## src/rtl/darkriscv_pkg.sv

```systemverilog
// Shared types and constants for the darkriscv data-bus arbiter.
package darkriscv_pkg;

  typedef enum logic {
    DBUS_IDLE,
    DBUS_BUSY
  } dbus_state_t;

  // Read data returned to a master whose access was aborted by the timeout.
  localparam logic [31:0] DBUS_ABORT_DATA = 32'hDEADBEEF;

endpackage

```

## src/rtl/darkriscv_rr_arb.sv

```systemverilog
// Combinational round-robin picker: first request at or after ptr_i, wrapping modulo NM.
module darkriscv_rr_arb
  import darkriscv_pkg::*;
#(
  parameter int unsigned NM = 2,
  parameter int unsigned IW = (NM > 1) ? $clog2(NM) : 1
) (
  input  logic [NM-1:0] req_i,
  input  logic [IW-1:0] ptr_i,
  output logic [NM-1:0] gnt_o,
  output logic [IW-1:0] idx_o
);

  int unsigned pos;
  logic        found;

  // Scan NM slots starting at the pointer; the first requester wins.
  always_comb begin
    gnt_o = '0;
    idx_o = '0;
    found = 1'b0;
    pos   = 0;
    for (int unsigned k = 0; k < NM; k++) begin
      pos = (32'(ptr_i) + k) % NM;
      if (!found && req_i[IW'(pos)]) begin
        found             = 1'b1;
        gnt_o[IW'(pos)]   = 1'b1;
        idx_o             = IW'(pos);
      end
    end
  end

endmodule

```

## src/rtl/darkriscv_dbus_arbiter.sv

```systemverilog
// Round-robin arbiter sharing one darkriscv data-bus slave among NM masters,
// with wait-state forwarding and an optional per-access timeout.
module darkriscv_dbus_arbiter
  import darkriscv_pkg::*;
#(
  parameter int unsigned NM  = 2,
  parameter int unsigned AW  = 32,
  parameter int unsigned DW  = 32,
  parameter int unsigned TMO = 0
) (
  input  logic           CLK,
  input  logic           RES,
  input  logic [NM-1:0]    M_DAS,
  input  logic [NM-1:0]    M_DRD,
  input  logic [NM-1:0]    M_DWR,
  input  logic [NM*AW-1:0] M_DADDR,
  input  logic [NM*DW-1:0] M_DATAO,
  input  logic [NM*3-1:0]  M_DLEN,
  output logic [DW-1:0]    M_DATAI,
  output logic [NM-1:0]    M_HLT,
  output logic           S_DAS,
  output logic           S_DRD,
  output logic           S_DWR,
  output logic [AW-1:0]  S_DADDR,
  output logic [DW-1:0]  S_DATAO,
  output logic [2:0]     S_DLEN,
  input  logic [DW-1:0]  S_DATAI,
  input  logic           S_HLT,
  output logic [NM-1:0]  TMO_ERR,
  output logic [NM-1:0]  GNT
);

  localparam int unsigned IW      = (NM > 1) ? $clog2(NM) : 1;
  localparam int unsigned CW      = (TMO > 0) ? $clog2(TMO + 1) : 1;
  localparam int unsigned TmoLast = (TMO > 0) ? TMO - 1 : 0;

  dbus_state_t   state_q, state_d;
  logic [NM-1:0] gnt_q, gnt_d;
  logic [IW-1:0] gidx_q, gidx_d;
  logic [IW-1:0] ptr_q, ptr_d;
  logic [NM-1:0] tmo_err_q, tmo_err_d;
  logic [CW-1:0] cnt_q, cnt_d;

  logic [NM-1:0] arb_gnt;
  logic [IW-1:0] arb_idx;
  logic          busy, das_g, abort, done, complete;

  darkriscv_rr_arb #(
    .NM (NM),
    .IW (IW)
  ) u_rr_arb (
    .req_i (M_DAS),
    .ptr_i (ptr_q),
    .gnt_o (arb_gnt),
    .idx_o (arb_idx)
  );

  // Access status of the granted master; abort fires on the last allowed wait cycle.
  always_comb begin
    busy     = (state_q == DBUS_BUSY);
    das_g    = busy & M_DAS[gidx_q];
    abort    = (TMO > 0) & das_g & S_HLT & (cnt_q == CW'(TmoLast));
    done     = ~S_HLT | abort;
    // A dropped request also ends the access.
    complete = busy & (~das_g | done);
  end

  // Slave-side mux and master-side responses.
  always_comb begin
    S_DAS   = das_g & ~abort;
    S_DRD   = das_g & M_DRD[gidx_q] & ~abort;
    S_DWR   = das_g & M_DWR[gidx_q] & ~abort;
    S_DADDR = M_DADDR[gidx_q*AW +: AW];
    S_DATAO = M_DATAO[gidx_q*DW +: DW];
    S_DLEN  = M_DLEN[gidx_q*3 +: 3];
    M_DATAI = abort ? DW'(DBUS_ABORT_DATA) : S_DATAI;
    M_HLT   = M_DAS & ~({NM{busy & done}} & gnt_q);
    GNT     = gnt_q;
    TMO_ERR = tmo_err_q;
  end

  // Next-state: arbitrate in IDLE, wait for completion/abort in BUSY.
  always_comb begin
    state_d   = state_q;
    gnt_d     = gnt_q;
    gidx_d    = gidx_q;
    ptr_d     = ptr_q;
    tmo_err_d = tmo_err_q;
    cnt_d     = cnt_q;
    unique case (state_q)
      DBUS_IDLE: begin
        if (|M_DAS) begin
          state_d = DBUS_BUSY;
          gnt_d   = arb_gnt;
          gidx_d  = arb_idx;
          cnt_d   = '0;
        end
      end
      DBUS_BUSY: begin
        if (complete) begin
          state_d = DBUS_IDLE;
          gnt_d   = '0;
          ptr_d   = (gidx_q == IW'(NM - 1)) ? '0 : gidx_q + 1'b1;
          if (abort) begin
            tmo_err_d[gidx_q] = 1'b1;
          end
        end else if ((TMO > 0) && S_HLT) begin
          cnt_d = cnt_q + 1'b1;
        end
      end
      default: state_d = DBUS_IDLE;
    endcase
  end

  // State registers with synchronous active-low reset.
  always_ff @(posedge CLK) begin
    if (!RES) begin
      state_q   <= DBUS_IDLE;
      gnt_q     <= '0;
      gidx_q    <= '0;
      ptr_q     <= '0;
      tmo_err_q <= '0;
      cnt_q     <= '0;
    end else begin
      state_q   <= state_d;
      gnt_q     <= gnt_d;
      gidx_q    <= gidx_d;
      ptr_q     <= ptr_d;
      tmo_err_q <= tmo_err_d;
      cnt_q     <= cnt_d;
    end
  end

endmodule

```

## config.mk

```make
export PLATFORM = sky130hd
export DESIGN_NAME = darkriscv_dbus_arbiter
export DESIGN_NICKNAME = d
export VERILOG_FILES = /design/src/rtl/darkriscv_pkg.sv /design/src/rtl/darkriscv_rr_arb.sv /design/src/rtl/darkriscv_dbus_arbiter.sv
export SDC_FILE = /design/constraint.sdc
export NUM_CORES = 1
export LEC_CHECK = 0
export BUFFER_PORTS_ARGS = -buffer_cell sky130_fd_sc_hd__buf_2
export CORE_AREA = 2 2 111 113
export DETAILED_ROUTE_END_ITERATION = 10
export DIE_AREA = 0 0 113 115
export GPL_ROUTABILITY_DRIVEN = 0
export PLACE_DENSITY = 0.46
export SYNTH_ARGS = -nofsm -noshare
export SYNTH_HDL_FRONTEND = slang
export SYNTH_SLANG_ARGS = --single-unit
export TNS_END_PERCENT = 100
```

## constraint.sdc

```tcl
create_clock -name CLK -period 2.2 [get_ports CLK]
set_input_delay 0.44 -clock CLK [delete_from_list [all_inputs] [get_ports CLK]]
set_output_delay 0.44 -clock CLK [all_outputs]
set_load 0.01 [all_outputs]
```

==> results.md <==
* Mapped cell area at 1360 um^2
* DR WL/cell at 13.7 um
* Fin. max-slew vios at 0
* Clock Tree Buf Depth at 2
* Largest family of logic cells by synthesized area: multiplexers
* Pwr dens at 379 nW/um^2
* Yosys warning count at 0
* RSZ-0062 raised after global routing: no
* Vias in the first global route at 1731
* #FFs+latches synth at 5
* Placement Cell Area at 2370 um^2
* Post-Synth Simple-Gate Area at 0.0431
* Drt initial violations at 68
* Total CTS buffers at 3
* Vias/cell at 3.82
* CTS tree: yes
* Class of the worst hold path: flop to flop
* Clock share of power at 0.318
* Initial Util at 0.115
* Total global routing overflow at 0
* Drt pass-1 iters at 7
* Cells after synthesis at 147
* Setup TNS at 0 ns
* Post-synthesis compound-gate area fraction at 0.0587
* Startpoint Class: flop
* NetSw at 295 uW
* Commonest cells in the netlist: 67 x mux2_2, 42 x buf_4, 5 x dfxtp_1
* Root Buffer: clkbuf_16
* Leakage at 1.29 nW
* Leading area contributor after synthesis: mux2_2
* Later-pin clock latency in the skew report at 0.22 ns
* Routed WL at 6520 um
* WS Path Type: flop to output port
* EDFF count, synth at 0
* Top Usage Layer GRT: met2
* Met2 Usage GRT at 0.158
* Max cap viols at 0
* Final min period at 1.93 ns
* Post-Synth XOR/XNOR Area at 0
* Mux cell area share after synthesis at 0.579
* Number of placement rows at 40
* Synth top area share at 0.553
* Full die area at 13000 um^2
* Final setup fails at 0
* Postcts setup bufs at 0
* Worst Setup End Kind: output port
* Number of library cell types mapped by synthesis at 21
* Outcome: complete, but fails checks
* VDD IR max at 249 uV
* Violated checks: design-rule violations
* Adder-Cell Fraction of Synth Area at 0
* Max FO, Critical Path at 26
* Die height at 115 um
* Detailed Place HPWL at 5760 um
* CTS sink cnt at 5
* Synth area leaders: mux2_2 55%, buf_4 23%, dfxtp_1 7.3%
* Final period util at 0.879
* Core ar. at 11800 um^2
* Clock Skew at 0.000748 ns
* GRT met1 Usage at 0.0977
* Syn_area_per_cell at 9.28 um^2
* CTS Hold Bufs at 0
* N_diodes at 0
* Sw frac at 0.318
* Total GRT Usage at 0.0861
* Met3 usage at 0.0343
* Die width at 113 um
* Worst EP required at 1.76 ns
* DRC at 20
* Power share of the combinational group at 0.556
* Synth async-reset ratio at 0
* Initial antenna violation count at 0
* First-pass GRT wire length at 8830 um
* Largest net degree at the start of global routing at 27
* Clock-pin slew on the worst setup and hold paths at 0.03 ns
* Fmax at 517 MHz
* # IOs at 283
* Remaining antenna violation count after routing at 0
* Flop pwr share at 0.126
* Share of cells above drive strength 1 at 0.888
* CTS H-tree lvls at 1
* Worst Path Arrival at 1.49 ns
* Port Buffers at 216
* Count leader, synth: mux2_2
* Synth-to-Final Area Change at 79.6%
* Post-Layout Inst Area at 2450 um^2
* Ys flop type: dfxtp_1
* Via count at 1820
* Sequential cell area fraction in the yosys report at 0.0734
* Cell-internal power at 633 uW
* Post-CTS Resized at 0
* NumNets Final at 505
* Hold Violations, Final at 0
==> sequential cells by signal (all words and copies together), names as in the netlist <==
name and flops:
gidx_q 1, ptr_q 1, busy 1, GNT 2
==> cells by family after synthesis <==
logic type / Yosys count
buf+inv: 46
compound gates: 13
mux: 70
other cells: 1
flops: 5
simple gates: 12
==> routing by layer <==
metal,share of wire,vias to the layer above
met5,0,-
met4,0.0029,0
met3,0.14,6
met2,0.50,136
met1,0.36,827
li1,-,851
==> worst max-delay path: stages (launching register included) <==
cell and delay (ns):
dfxtp_4 0.52, buf_12 0.22, mux2_2 0.36, buf_2 0.15
==> cell usage in the layout, fill, tap and decap left out, drive strengths merged <==
cell type,count
nor2,3
clkbuf,4
o21ai,2
nand2b,1
mux2,68
mux2i,2
a21o,1
nand3b,1
nand4,2
conb,2
a21boi,1
o21a,1
dfxtp,5
nor2b,1
a31oi,2
a21oi,4
nand2,4
inv,3
buf,220
o21bai,2
==> layout make-up <==
type                    instances  area, um^2
fillers                      1304        9360
repair buffers                220        1140
multi-input cells              97         936
well taps                     147         184
flip-flops and latches          5         104
clock buffers                   4        78.8
inverters                       3        11.3
==> final timing paths <==
kind         startpoint          end  slack [ns]  cells past startpoint
max reg2reg      gidx_q       GNT[1]        1.01                      3
max              gidx_q  S_DATAO[29]        0.27                      3
min               ptr_q        ptr_q        0.49                      1
min reg2reg       ptr_q        ptr_q        0.49                      1
==> power groups by stage <==
stage	Combinational [mW]	Clock (mW)	Sequential, mW
CTS	0.522	0.301	0.118
global route	0.556	0.308	0.120
global placement	0.516	0	0.118
floorplan	0.327	0	0.105
finish	0.516	0.295	0.117
detailed placement	0.518	0	0.119
==> through the flow <==
step | power, mW | hold slack (ns) | util | instances | setup WS, ns
2_1_floorplan | 0.432 | 0.448 | - | 148 | 0.801
3_3_place_gp | 0.635 | 0.469 | 0.201 | 472 | 0.502
3_5_place_dp | 0.638 | 0.486 | 0.201 | 472 | 0.473
4_1_cts | 0.941 | 0.496 | 0.207 | 476 | 0.237
5_1_grt | 0.984 | 0.532 | 0.207 | 476 | 0.201
6_report | 0.928 | 0.487 | 0.207 | 476 | 0.266
(Power assumes the default switching activity.)
